===== src/rtl/axil_master_bridge_if.sv =====
// AXI4-Lite channel bundle between the bridge (master) and a register slave.
interface axil_master_bridge_if #(
  parameter int ADDR_W = 7,
  parameter int DATA_W = 32
) ();
  logic              M_AXI_AWVALID, M_AXI_AWREADY;
  logic [ADDR_W-1:0] M_AXI_AWADDR;
  logic [2:0]        M_AXI_AWPROT;
  logic              M_AXI_WVALID, M_AXI_WREADY;
  logic [DATA_W-1:0] M_AXI_WDATA;
  logic [DATA_W/8-1:0] M_AXI_WSTRB;
  logic              M_AXI_BVALID, M_AXI_BREADY;
  logic [1:0]        M_AXI_BRESP;
  logic              M_AXI_ARVALID, M_AXI_ARREADY;
  logic [ADDR_W-1:0] M_AXI_ARADDR;
  logic [2:0]        M_AXI_ARPROT;
  logic              M_AXI_RVALID, M_AXI_RREADY;
  logic [DATA_W-1:0] M_AXI_RDATA;
  logic [1:0]        M_AXI_RRESP;

  modport master (
    output M_AXI_AWVALID, M_AXI_AWADDR, M_AXI_AWPROT,
    output M_AXI_WVALID, M_AXI_WDATA, M_AXI_WSTRB,
    output M_AXI_BREADY,
    output M_AXI_ARVALID, M_AXI_ARADDR, M_AXI_ARPROT,
    output M_AXI_RREADY,
    input  M_AXI_AWREADY, M_AXI_WREADY, M_AXI_BVALID, M_AXI_BRESP,
    input  M_AXI_ARREADY, M_AXI_RVALID, M_AXI_RDATA, M_AXI_RRESP
  );

  modport slave (
    input  M_AXI_AWVALID, M_AXI_AWADDR, M_AXI_AWPROT,
    input  M_AXI_WVALID, M_AXI_WDATA, M_AXI_WSTRB,
    input  M_AXI_BREADY,
    input  M_AXI_ARVALID, M_AXI_ARADDR, M_AXI_ARPROT,
    input  M_AXI_RREADY,
    output M_AXI_AWREADY, M_AXI_WREADY, M_AXI_BVALID, M_AXI_BRESP,
    output M_AXI_ARREADY, M_AXI_RVALID, M_AXI_RDATA, M_AXI_RRESP
  );
endinterface


===== src/rtl/axil_master_bridge.sv =====
// Single-outstanding bridge from a local cmd/rsp stream to AXI4-Lite master channels.
// Every AXI output is a register, so no VALID ever depends combinationally on a READY.
module axil_master_bridge #(
  parameter int C_M_AXI_ADDR_WIDTH = 7,
  parameter int C_M_AXI_DATA_WIDTH = 32,
  parameter int OPT_READ_FIRST     = 0
) (
  input  logic                            M_AXI_ACLK,
  input  logic                            M_AXI_ARESET,
  input  logic                            cmd_valid,
  output logic                            cmd_ready,
  input  logic                            cmd_we,
  input  logic [C_M_AXI_ADDR_WIDTH-1:0]   cmd_addr,
  input  logic [C_M_AXI_DATA_WIDTH-1:0]   cmd_wdata,
  input  logic [C_M_AXI_DATA_WIDTH/8-1:0] cmd_wstrb,
  output logic                            rsp_valid,
  input  logic                            rsp_ready,
  output logic                            rsp_we,
  output logic [C_M_AXI_DATA_WIDTH-1:0]   rsp_rdata,
  output logic [1:0]                      rsp_resp,
  axil_master_bridge_if.master            m_axi
);
  localparam int AW = C_M_AXI_ADDR_WIDTH;
  localparam int DW = C_M_AXI_DATA_WIDTH;
  localparam int SW = DW / 8;

  if (DW != 32 && DW != 64) begin : g_bad_dw
    $error("C_M_AXI_DATA_WIDTH must be 32 or 64");
  end
  // Priority option is reserved: with one transaction in flight there is nothing to order.
  if (OPT_READ_FIRST != 0 && OPT_READ_FIRST != 1) begin : g_bad_opt
    $error("OPT_READ_FIRST must be 0 or 1");
  end

  typedef enum logic [2:0] {S_IDLE, S_WRITE, S_WRESP, S_READ, S_RDATA, S_RSP} state_e;

  state_e          state_q, state_d;
  logic            cmd_ready_q, cmd_ready_d;
  logic            awvalid_q, awvalid_d, wvalid_q, wvalid_d, bready_q, bready_d;
  logic            arvalid_q, arvalid_d, rready_q, rready_d;
  logic [AW-1:0]   addr_q, addr_d;
  logic [DW-1:0]   wdata_q, wdata_d;
  logic [SW-1:0]   wstrb_q, wstrb_d;
  logic            rsp_valid_q, rsp_valid_d, rsp_we_q, rsp_we_d;
  logic [DW-1:0]   rsp_rdata_q, rsp_rdata_d;
  logic [1:0]      rsp_resp_q, rsp_resp_d;

  always_comb begin
    state_d     = state_q;
    awvalid_d   = awvalid_q;
    wvalid_d    = wvalid_q;
    bready_d    = bready_q;
    arvalid_d   = arvalid_q;
    rready_d    = rready_q;
    addr_d      = addr_q;
    wdata_d     = wdata_q;
    wstrb_d     = wstrb_q;
    rsp_valid_d = rsp_valid_q;
    rsp_we_d    = rsp_we_q;
    rsp_rdata_d = rsp_rdata_q;
    rsp_resp_d  = rsp_resp_q;
    case (state_q)
      S_IDLE: if (cmd_valid && cmd_ready_q) begin
        addr_d   = cmd_addr;
        rsp_we_d = cmd_we;
        if (cmd_we) begin
          wdata_d   = cmd_wdata;
          wstrb_d   = cmd_wstrb;
          awvalid_d = 1'b1;
          wvalid_d  = 1'b1;
          state_d   = S_WRITE;
        end else begin
          arvalid_d = 1'b1;
          state_d   = S_READ;
        end
      end
      S_WRITE: begin
        // AW and W retire independently; B is only accepted once both have.
        awvalid_d = awvalid_q && !m_axi.M_AXI_AWREADY;
        wvalid_d  = wvalid_q && !m_axi.M_AXI_WREADY;
        if (!awvalid_d && !wvalid_d) begin
          bready_d = 1'b1;
          state_d  = S_WRESP;
        end
      end
      S_WRESP: if (m_axi.M_AXI_BVALID) begin
        rsp_resp_d  = m_axi.M_AXI_BRESP;
        rsp_rdata_d = '0;
        bready_d    = 1'b0;
        rsp_valid_d = 1'b1;
        state_d     = S_RSP;
      end
      S_READ: if (m_axi.M_AXI_ARREADY) begin
        arvalid_d = 1'b0;
        rready_d  = 1'b1;
        state_d   = S_RDATA;
      end
      S_RDATA: if (m_axi.M_AXI_RVALID) begin
        rsp_resp_d  = m_axi.M_AXI_RRESP;
        rsp_rdata_d = m_axi.M_AXI_RDATA;
        rready_d    = 1'b0;
        rsp_valid_d = 1'b1;
        state_d     = S_RSP;
      end
      S_RSP: if (rsp_ready) begin
        rsp_valid_d = 1'b0;
        state_d     = S_IDLE;
      end
      default: state_d = S_IDLE;
    endcase
    // Registered ready: a new command is taken no earlier than the cycle after the rsp handshake.
    cmd_ready_d = (state_d == S_IDLE);
  end

  always_ff @(posedge M_AXI_ACLK) begin
    if (M_AXI_ARESET) begin
      state_q     <= S_IDLE;
      cmd_ready_q <= 1'b0;
      awvalid_q   <= 1'b0;
      wvalid_q    <= 1'b0;
      bready_q    <= 1'b0;
      arvalid_q   <= 1'b0;
      rready_q    <= 1'b0;
      addr_q      <= '0;
      wdata_q     <= '0;
      wstrb_q     <= '0;
      rsp_valid_q <= 1'b0;
      rsp_we_q    <= 1'b0;
      rsp_rdata_q <= '0;
      rsp_resp_q  <= '0;
    end else begin
      state_q     <= state_d;
      cmd_ready_q <= cmd_ready_d;
      awvalid_q   <= awvalid_d;
      wvalid_q    <= wvalid_d;
      bready_q    <= bready_d;
      arvalid_q   <= arvalid_d;
      rready_q    <= rready_d;
      addr_q      <= addr_d;
      wdata_q     <= wdata_d;
      wstrb_q     <= wstrb_d;
      rsp_valid_q <= rsp_valid_d;
      rsp_we_q    <= rsp_we_d;
      rsp_rdata_q <= rsp_rdata_d;
      rsp_resp_q  <= rsp_resp_d;
    end
  end

  assign cmd_ready = cmd_ready_q;
  assign rsp_valid = rsp_valid_q;
  assign rsp_we    = rsp_we_q;
  assign rsp_rdata = rsp_rdata_q;
  assign rsp_resp  = rsp_resp_q;

  assign m_axi.M_AXI_AWVALID = awvalid_q;
  assign m_axi.M_AXI_AWADDR  = addr_q;
  assign m_axi.M_AXI_AWPROT  = 3'b000;
  assign m_axi.M_AXI_WVALID  = wvalid_q;
  assign m_axi.M_AXI_WDATA   = wdata_q;
  assign m_axi.M_AXI_WSTRB   = wstrb_q;
  assign m_axi.M_AXI_BREADY  = bready_q;
  assign m_axi.M_AXI_ARVALID = arvalid_q;
  assign m_axi.M_AXI_ARADDR  = addr_q;
  assign m_axi.M_AXI_ARPROT  = 3'b000;
  assign m_axi.M_AXI_RREADY  = rready_q;
endmodule


===== src/flat_wrapper.sv =====
// flat-port wrapper written by rule: the top's interface ports become plain ports
module axil_master_bridge_flat 
#(
  parameter int C_M_AXI_ADDR_WIDTH = 7,
  parameter int C_M_AXI_DATA_WIDTH = 32,
  parameter int OPT_READ_FIRST     = 0
)
  (M_AXI_ACLK, M_AXI_ARESET, cmd_valid, cmd_ready, cmd_we, cmd_addr, cmd_wdata, cmd_wstrb, rsp_valid, rsp_ready, rsp_we, rsp_rdata, rsp_resp, m_axi_M_AXI_AWVALID, m_axi_M_AXI_AWADDR, m_axi_M_AXI_AWPROT, m_axi_M_AXI_WVALID, m_axi_M_AXI_WDATA, m_axi_M_AXI_WSTRB, m_axi_M_AXI_BREADY, m_axi_M_AXI_ARVALID, m_axi_M_AXI_ARADDR, m_axi_M_AXI_ARPROT, m_axi_M_AXI_RREADY, m_axi_M_AXI_AWREADY, m_axi_M_AXI_WREADY, m_axi_M_AXI_BVALID, m_axi_M_AXI_BRESP, m_axi_M_AXI_ARREADY, m_axi_M_AXI_RVALID, m_axi_M_AXI_RDATA, m_axi_M_AXI_RRESP);
  axil_master_bridge_if #(.ADDR_W((7)), .DATA_W((32))) m_axi_i ();
  input  logic M_AXI_ACLK;
  input  logic M_AXI_ARESET;
  input  logic cmd_valid;
  output logic cmd_ready;
  input  logic cmd_we;
  input  logic [C_M_AXI_ADDR_WIDTH-1:0] cmd_addr;
  input  logic [C_M_AXI_DATA_WIDTH-1:0] cmd_wdata;
  input  logic [C_M_AXI_DATA_WIDTH/8-1:0] cmd_wstrb;
  output logic rsp_valid;
  input  logic rsp_ready;
  output logic rsp_we;
  output logic [C_M_AXI_DATA_WIDTH-1:0] rsp_rdata;
  output logic [1:0] rsp_resp;
  output wire logic [$bits(m_axi_i.M_AXI_AWVALID)-1:0] m_axi_M_AXI_AWVALID;
  output wire logic [$bits(m_axi_i.M_AXI_AWADDR)-1:0] m_axi_M_AXI_AWADDR;
  output wire logic [$bits(m_axi_i.M_AXI_AWPROT)-1:0] m_axi_M_AXI_AWPROT;
  output wire logic [$bits(m_axi_i.M_AXI_WVALID)-1:0] m_axi_M_AXI_WVALID;
  output wire logic [$bits(m_axi_i.M_AXI_WDATA)-1:0] m_axi_M_AXI_WDATA;
  output wire logic [$bits(m_axi_i.M_AXI_WSTRB)-1:0] m_axi_M_AXI_WSTRB;
  output wire logic [$bits(m_axi_i.M_AXI_BREADY)-1:0] m_axi_M_AXI_BREADY;
  output wire logic [$bits(m_axi_i.M_AXI_ARVALID)-1:0] m_axi_M_AXI_ARVALID;
  output wire logic [$bits(m_axi_i.M_AXI_ARADDR)-1:0] m_axi_M_AXI_ARADDR;
  output wire logic [$bits(m_axi_i.M_AXI_ARPROT)-1:0] m_axi_M_AXI_ARPROT;
  output wire logic [$bits(m_axi_i.M_AXI_RREADY)-1:0] m_axi_M_AXI_RREADY;
  input wire logic [$bits(m_axi_i.M_AXI_AWREADY)-1:0] m_axi_M_AXI_AWREADY;
  input wire logic [$bits(m_axi_i.M_AXI_WREADY)-1:0] m_axi_M_AXI_WREADY;
  input wire logic [$bits(m_axi_i.M_AXI_BVALID)-1:0] m_axi_M_AXI_BVALID;
  input wire logic [$bits(m_axi_i.M_AXI_BRESP)-1:0] m_axi_M_AXI_BRESP;
  input wire logic [$bits(m_axi_i.M_AXI_ARREADY)-1:0] m_axi_M_AXI_ARREADY;
  input wire logic [$bits(m_axi_i.M_AXI_RVALID)-1:0] m_axi_M_AXI_RVALID;
  input wire logic [$bits(m_axi_i.M_AXI_RDATA)-1:0] m_axi_M_AXI_RDATA;
  input wire logic [$bits(m_axi_i.M_AXI_RRESP)-1:0] m_axi_M_AXI_RRESP;
  assign m_axi_M_AXI_AWVALID = m_axi_i.M_AXI_AWVALID;
  assign m_axi_M_AXI_AWADDR = m_axi_i.M_AXI_AWADDR;
  assign m_axi_M_AXI_AWPROT = m_axi_i.M_AXI_AWPROT;
  assign m_axi_M_AXI_WVALID = m_axi_i.M_AXI_WVALID;
  assign m_axi_M_AXI_WDATA = m_axi_i.M_AXI_WDATA;
  assign m_axi_M_AXI_WSTRB = m_axi_i.M_AXI_WSTRB;
  assign m_axi_M_AXI_BREADY = m_axi_i.M_AXI_BREADY;
  assign m_axi_M_AXI_ARVALID = m_axi_i.M_AXI_ARVALID;
  assign m_axi_M_AXI_ARADDR = m_axi_i.M_AXI_ARADDR;
  assign m_axi_M_AXI_ARPROT = m_axi_i.M_AXI_ARPROT;
  assign m_axi_M_AXI_RREADY = m_axi_i.M_AXI_RREADY;
  assign m_axi_i.M_AXI_AWREADY = m_axi_M_AXI_AWREADY;
  assign m_axi_i.M_AXI_WREADY = m_axi_M_AXI_WREADY;
  assign m_axi_i.M_AXI_BVALID = m_axi_M_AXI_BVALID;
  assign m_axi_i.M_AXI_BRESP = m_axi_M_AXI_BRESP;
  assign m_axi_i.M_AXI_ARREADY = m_axi_M_AXI_ARREADY;
  assign m_axi_i.M_AXI_RVALID = m_axi_M_AXI_RVALID;
  assign m_axi_i.M_AXI_RDATA = m_axi_M_AXI_RDATA;
  assign m_axi_i.M_AXI_RRESP = m_axi_M_AXI_RRESP;
  axil_master_bridge #(.C_M_AXI_ADDR_WIDTH(C_M_AXI_ADDR_WIDTH), .C_M_AXI_DATA_WIDTH(C_M_AXI_DATA_WIDTH), .OPT_READ_FIRST(OPT_READ_FIRST)) u_core (.M_AXI_ACLK(M_AXI_ACLK), .M_AXI_ARESET(M_AXI_ARESET), .cmd_valid(cmd_valid), .cmd_ready(cmd_ready), .cmd_we(cmd_we), .cmd_addr(cmd_addr), .cmd_wdata(cmd_wdata), .cmd_wstrb(cmd_wstrb), .rsp_valid(rsp_valid), .rsp_ready(rsp_ready), .rsp_we(rsp_we), .rsp_rdata(rsp_rdata), .rsp_resp(rsp_resp), .m_axi(m_axi_i));
endmodule

===== config.mk =====
export PLATFORM = sky130hd
export DESIGN_NAME = axil_master_bridge_flat
export DESIGN_NICKNAME = d
export VERILOG_FILES = /design/src/rtl/axil_master_bridge_if.sv /design/src/rtl/axil_master_bridge.sv /design/src/flat_wrapper.sv
export SDC_FILE = /design/constraint.sdc
export NUM_CORES = 1
export LEC_CHECK = 0
export CAP_MARGIN = 5
export CORE_ASPECT_RATIO = 1.5
export CORE_MARGIN = 1.5
export CORE_UTILIZATION = 36
export DETAILED_ROUTE_END_ITERATION = 10
export PLACE_DENSITY = 0.77
export SYNTH_ARGS = -nofsm -noshare
export SYNTH_HDL_FRONTEND = slang
export SYNTH_SLANG_ARGS = --single-unit
export TNS_END_PERCENT = 5

===== constraint.sdc =====
create_clock -name M_AXI_ACLK -period 1.5 [get_ports M_AXI_ACLK]
set_clock_uncertainty 0.15 [all_clocks]
set_input_delay 0.15 -clock M_AXI_ACLK [delete_from_list [all_inputs] [get_ports M_AXI_ACLK]]
set_output_delay 0.15 -clock M_AXI_ACLK [all_outputs]
set_load 0.02 [all_outputs]

==> reports/qor.log <==
[setup_path] Critical Path End Type flip-flop
[route] number of violations reported at the end of detailed-routing iteration 0 135
[grt] pin count of the biggest net entering global routing 40
[floorplanning] CORE AREA 0.00969 sq mm
[floorplanning] effective utilization at floorplan 36.9%
[synth] Synth Area per Inst 8.71 sq um
[placement] number of placed instances with taps included 692
[finish] growth of design area from synthesis to finish 65.2%
[sta] setup repair after global routing missed its margin true
[setup_path] maximum fanout along the worst path 8
[synth] number of distinct library cells after synthesis 36
[floorplanning] die boundary width 84.3 microns
[pwr] switching power of the nets 2.16 mW
[setup_path] worst endpoint data arrival time 1.56 ns
[finish] Storage cell area 0.00177 sq mm
[placement] area after detailed placement 0.00551 sq mm
[finish] Cell Count, Final, Fillers Out 713
[synth] cell types occupying the most area after synthesis sky130_fd_sc_hd__dfxtp_1 49%, sky130_fd_sc_hd__nand2_1 12%, sky130_fd_sc_hd__a21oi_1 7.8%
[outcome] outcome finished, violations left
[floorplanning] die footprint 0.0105 sq mm
[route] final routed DRC violation total 0
[synth] number of enable-type register cells in the synthesized netlist 0
[clocking] CTS max path bufs 2
[synth] cell area after technology mapping 0.00357 sq mm
[worst_hold_path] hold-critical path endpoint u_core.m_axi.M_AXI_ARADDR[6]$_SDFFE_PP0P_
[sta] hold violation total from the final report 0
[synth] cell count after synthesis 410
[job] number of max-capacitance violations reported 0
[floorplanning] Die Y-Extent 125 microns
[worst_hold_path] startpoint of the tightest hold check path M_AXI_ARESET
[synth] library cell with the highest instance count after synthesis sky130_fd_sc_hd__nand2_1
[clocking] CTS clock-pin slew for the worst setup and hold paths 0.06 ns
[setup_path] required time of the critical path 1.56 ns
[pwr] static leakage 2.47 nW
[setup_path] length in cells of the worst reg-to-reg path 5
[floorplanning] IO Pins 187
[grt] Global Route met3 Usage 3.76%
[setup_path] RR Endpoint u_core.rsp_resp[0]$_SDFFE_PP0P_
[grt] Global Route met1 Usage 20.8%
[placement] number of buffer cells added on primary ports 180
[placement] estimated wirelength of the detail-placed design 7070 microns
[finish] filler cell count 856
[sta] maximum clock frequency 667 MHz
[synth] portion of the post-synthesis area used by sequential elements 49.3%
[route] 1st-pass router iterations 4
[grt] total global routing track utilization 18.9%
[pwr] part of the total power dissipated in the clock network 29.8%
[synth] cell type contributing the most total cell area after synthesis sky130_fd_sc_hd__dfxtp_1
[setup_path] critical path's largest stage delay 0.37 ns
[sta] worst hold slack 0.0315 ns
[synth] Synthesis Warnings 0
[grt] GRT Max-Usage Layer met2
[clocking] CTS sink count 88
[synth] ys flop type sky130_fd_sc_hd__dfxtp_1
[finish] final standard cell area without fillers 0.00590 sq mm
[grt] remaining global-route overflow 0
[worst_hold_path] hold crit path type in -> reg
[finish] total area of multi-input combinational cells 0.00166 sq mm
[synth] async set or reset register ratio after synthesis 0%
[placement] RD Place Congestion 0.832
[grt] via count of the first global-routing pass 3460
[sta] total count of max-transition violations in the final report 0
[worst_hold_path] hold path depth 2
[finish] final-stage net count 682
[synth] post-synthesis sequential element count 88
[clocking] buffer type at the clock tree root sky130_fd_sc_hd__clkbuf_16
[pwr] relative contribution of combinational cells to total power 31.4%
[grt] wire length of the first global-routing pass 16200 microns
[finish] share of final-layout standard cells stronger than drive strength 1 18.4%
[route] vias 3492
[setup_path] Worst Path Class, Setup reg -> reg
[pwr] Power Density 1170 mW/mm^2
[setup_path] setup slack of the worst register-to-register path -0.0001 ns
[setup_path] cells along the critical path nor3b_4 > buf_6 > buf_4 > mux2i_2 > a211oi_2
[grt] met2 demand-to-capacity share in global routing 34.3%
[outcome] violated checks setup timing
[pwr] maximum resistive drop on vdd 0.677 mV
[finish] fraction of the core area covered by cells at the end of the flow 60.9%
[clocking] level count of the clock H-tree 3
[floorplanning] Placement Rows 44
[clocking] number of buffers added to fix hold violations after cts 0
[synth] Synth top area share 49.3%
[clocking] later-pin clock latency in the skew report 0.33 ns
[sta] total of endpoints with negative setup slack in the final report 1
[pwr] internal power 4.72 mW
[setup_path] highest-delay cell along the critical path sky130_fd_sc_hd__dfxtp_4
[sta] post-layout minimum cycle time 1.50 ns
[synth] leading post-synthesis cells by instance count 110 x sky130_fd_sc_hd__nand2_1, 88 x sky130_fd_sc_hd__dfxtp_1, 56 x sky130_fd_sc_hd__a21oi_1
[route] count of antenna-violating nets left after detailed routing 0
[route] total routed wirelength 10200 microns
[pwr] sequential share of power 38.8%
[setup_path] R2R Path Start u_core.state_q[0]$_SDFF_PP0_
[grt] initial antenna violation count 0
[clocking] TritonCTS buffer count 9
[route] Vias/cell 4.90
[route] post-detailed-route wirelength per cell 14.4 microns
[finish] diodes inserted 0
[sta] total negative setup slack -0.000120 ns
[sta] worst setup margin -0.000120 ns
[sta] Final period util 100%
[setup_path] startpoint type of the worst setup path flip-flop
[clocking] TritonCTS clock tree yes
[pwr] Sw Share 31.4%
how the worst max path moves through the flow:
stage	from	end	slack, ns	cells past startpoint
2_1_floorplan	u_core.state_q[0]$_SDFF_PP0_	u_core.rsp_rdata[3]$_SDFFE_PP0P_	-0.02	7
4_1_cts	u_core.state_q[2]$_SDFF_PP0_	u_core.cmd_ready$_SDFF_PP0_	-0.03	4
5_1_grt	u_core.state_q[1]$_SDFF_PP0_	u_core.rsp_resp[0]$_SDFFE_PP0P_	-0.08	5
3_5_place_dp	m_axi_M_AXI_BVALID	u_core.rsp_resp[0]$_SDFFE_PP0P_	-0.31	6
3_3_place_gp	m_axi_M_AXI_BVALID	u_core.rsp_resp[1]$_SDFFE_PP0P_	-0.28	6
6_report	u_core.state_q[0]$_SDFF_PP0_	u_core.rsp_resp[0]$_SDFFE_PP0P_	-0.0001	5
cells by family (layout without fill, tap and decap cells):
logic type / after synthesis / in the layout / share of synthesized area [%]
DFF: 88 / 88 / 49.3
muxes: 9 / 9 / 2.52
and+or+nand+nor: 183 / 183 / 25.4
other: 1 / 6 / 0.105
AOI/OAI and AO/OA: 83 / 83 / 14.2
buffers and inverters: 46 / 229 / 8.48
worst max-delay path: cells and delay by family, from the launching register on:
family / cells / cell delay, ns
AO/OA/AOI/OAI: 1 / 0.09
AND/OR/NAND/NOR: 1 / 0.23
multiplexers: 1 / 0.22
flip-flops: 1 / 0.37
buffers and inverters: 2 / 0.31
stage by stage:
step | power, mW | setup WS (ns)
floorplan | 3.90 | -0.0216
global placement | 4.73 | -0.280
detailed placement | 4.76 | -0.311
CTS | 6.84 | -0.0260
global route | 7.22 | -0.0771
finish | 6.88 | -0.000120
power by group through the flow:
stage	Clock [mW]	Combinational, mW	Sequential (mW)
detailed placement	0	2.05	2.72
global placement	0	2.02	2.71
finish	2.05	2.16	2.67
global route	2.20	2.32	2.70
floorplan	0	1.00	2.90
CTS	2.11	2.06	2.67
final cells by class:
class | count | area share [%]
Timing Repair Buffer | 211 | 34.5
Sequential cell | 88 | 30.1
Multi-Input combinational cell | 281 | 28.1
Clock buffer | 12 | 4.18
Tap cell | 115 | 2.44
Clock inverter | 4 | 0.509
Inverter | 2 | 0.127
cells in the final DEF, fill, tap and decap left out, types with 2 or more instances in the layout:
cell type                         count
sky130_fd_sc_hd__buf_4               23
sky130_fd_sc_hd__nor2_1              16
sky130_fd_sc_hd__nand2b_1             4
sky130_fd_sc_hd__a211oi_2             2
sky130_fd_sc_hd__nor3_1               2
sky130_fd_sc_hd__mux2i_1              7
sky130_fd_sc_hd__mux2i_2              2
sky130_fd_sc_hd__dfxtp_4              3
sky130_fd_sc_hd__conb_1               6
sky130_fd_sc_hd__clkbuf_16           11
sky130_fd_sc_hd__o21ai_1              2
sky130_fd_sc_hd__clkinv_4             2
sky130_fd_sc_hd__dlygate4sd2_1       92
sky130_fd_sc_hd__o21ai_0              2
sky130_fd_sc_hd__nand2_1            109
sky130_fd_sc_hd__nand3_1             15
sky130_fd_sc_hd__nand3_2             17
sky130_fd_sc_hd__nor3b_4              2
sky130_fd_sc_hd__clkbuf_1             2
sky130_fd_sc_hd__inv_1                2
sky130_fd_sc_hd__a21oi_1             49
sky130_fd_sc_hd__buf_12               5
sky130_fd_sc_hd__clkdlybuf4s50_1     87
sky130_fd_sc_hd__nor3_4               2
sky130_fd_sc_hd__dfxtp_1             85
sky130_fd_sc_hd__a21oi_2             23
what timing repair did:
| item | 4_1_cts | 5_1_grt |
|---|---|---|
| setup buffers | 1 | 1 |
| pin swaps | 5 | 8 |
| gates cloned | 2 | 1 |
| resized for setup | 105 | 22 |
| endpoints found under the setup margin | 169 | 74 |
registers in the layout (all words and copies together), names as in the netlist:
register                    cells
u_core.m_axi.M_AXI_BREADY       1
u_core.rsp_resp                 2
u_core.rsp_valid                1
u_core.state_q                  3
u_core.m_axi.M_AXI_RREADY       1
u_core.m_axi.M_AXI_AWVALID      1
u_core.m_axi.M_AXI_WVALID       1
u_core.cmd_ready                1
u_core.m_axi.M_AXI_WDATA       32
u_core.rsp_rdata               32
u_core.m_axi.M_AXI_ARADDR       7
u_core.m_axi.M_AXI_ARVALID      1
u_core.m_axi.M_AXI_WSTRB        4
u_core.rsp_we                   1
routing by layer:
layer	vias up	share of wire, %
li1	1709	-
met1	1632	38
met2	132	53
met3	19	6.0
met4	0	2.4
met5	-	0
No activity file was read; power rests on OpenSTA's default activity.
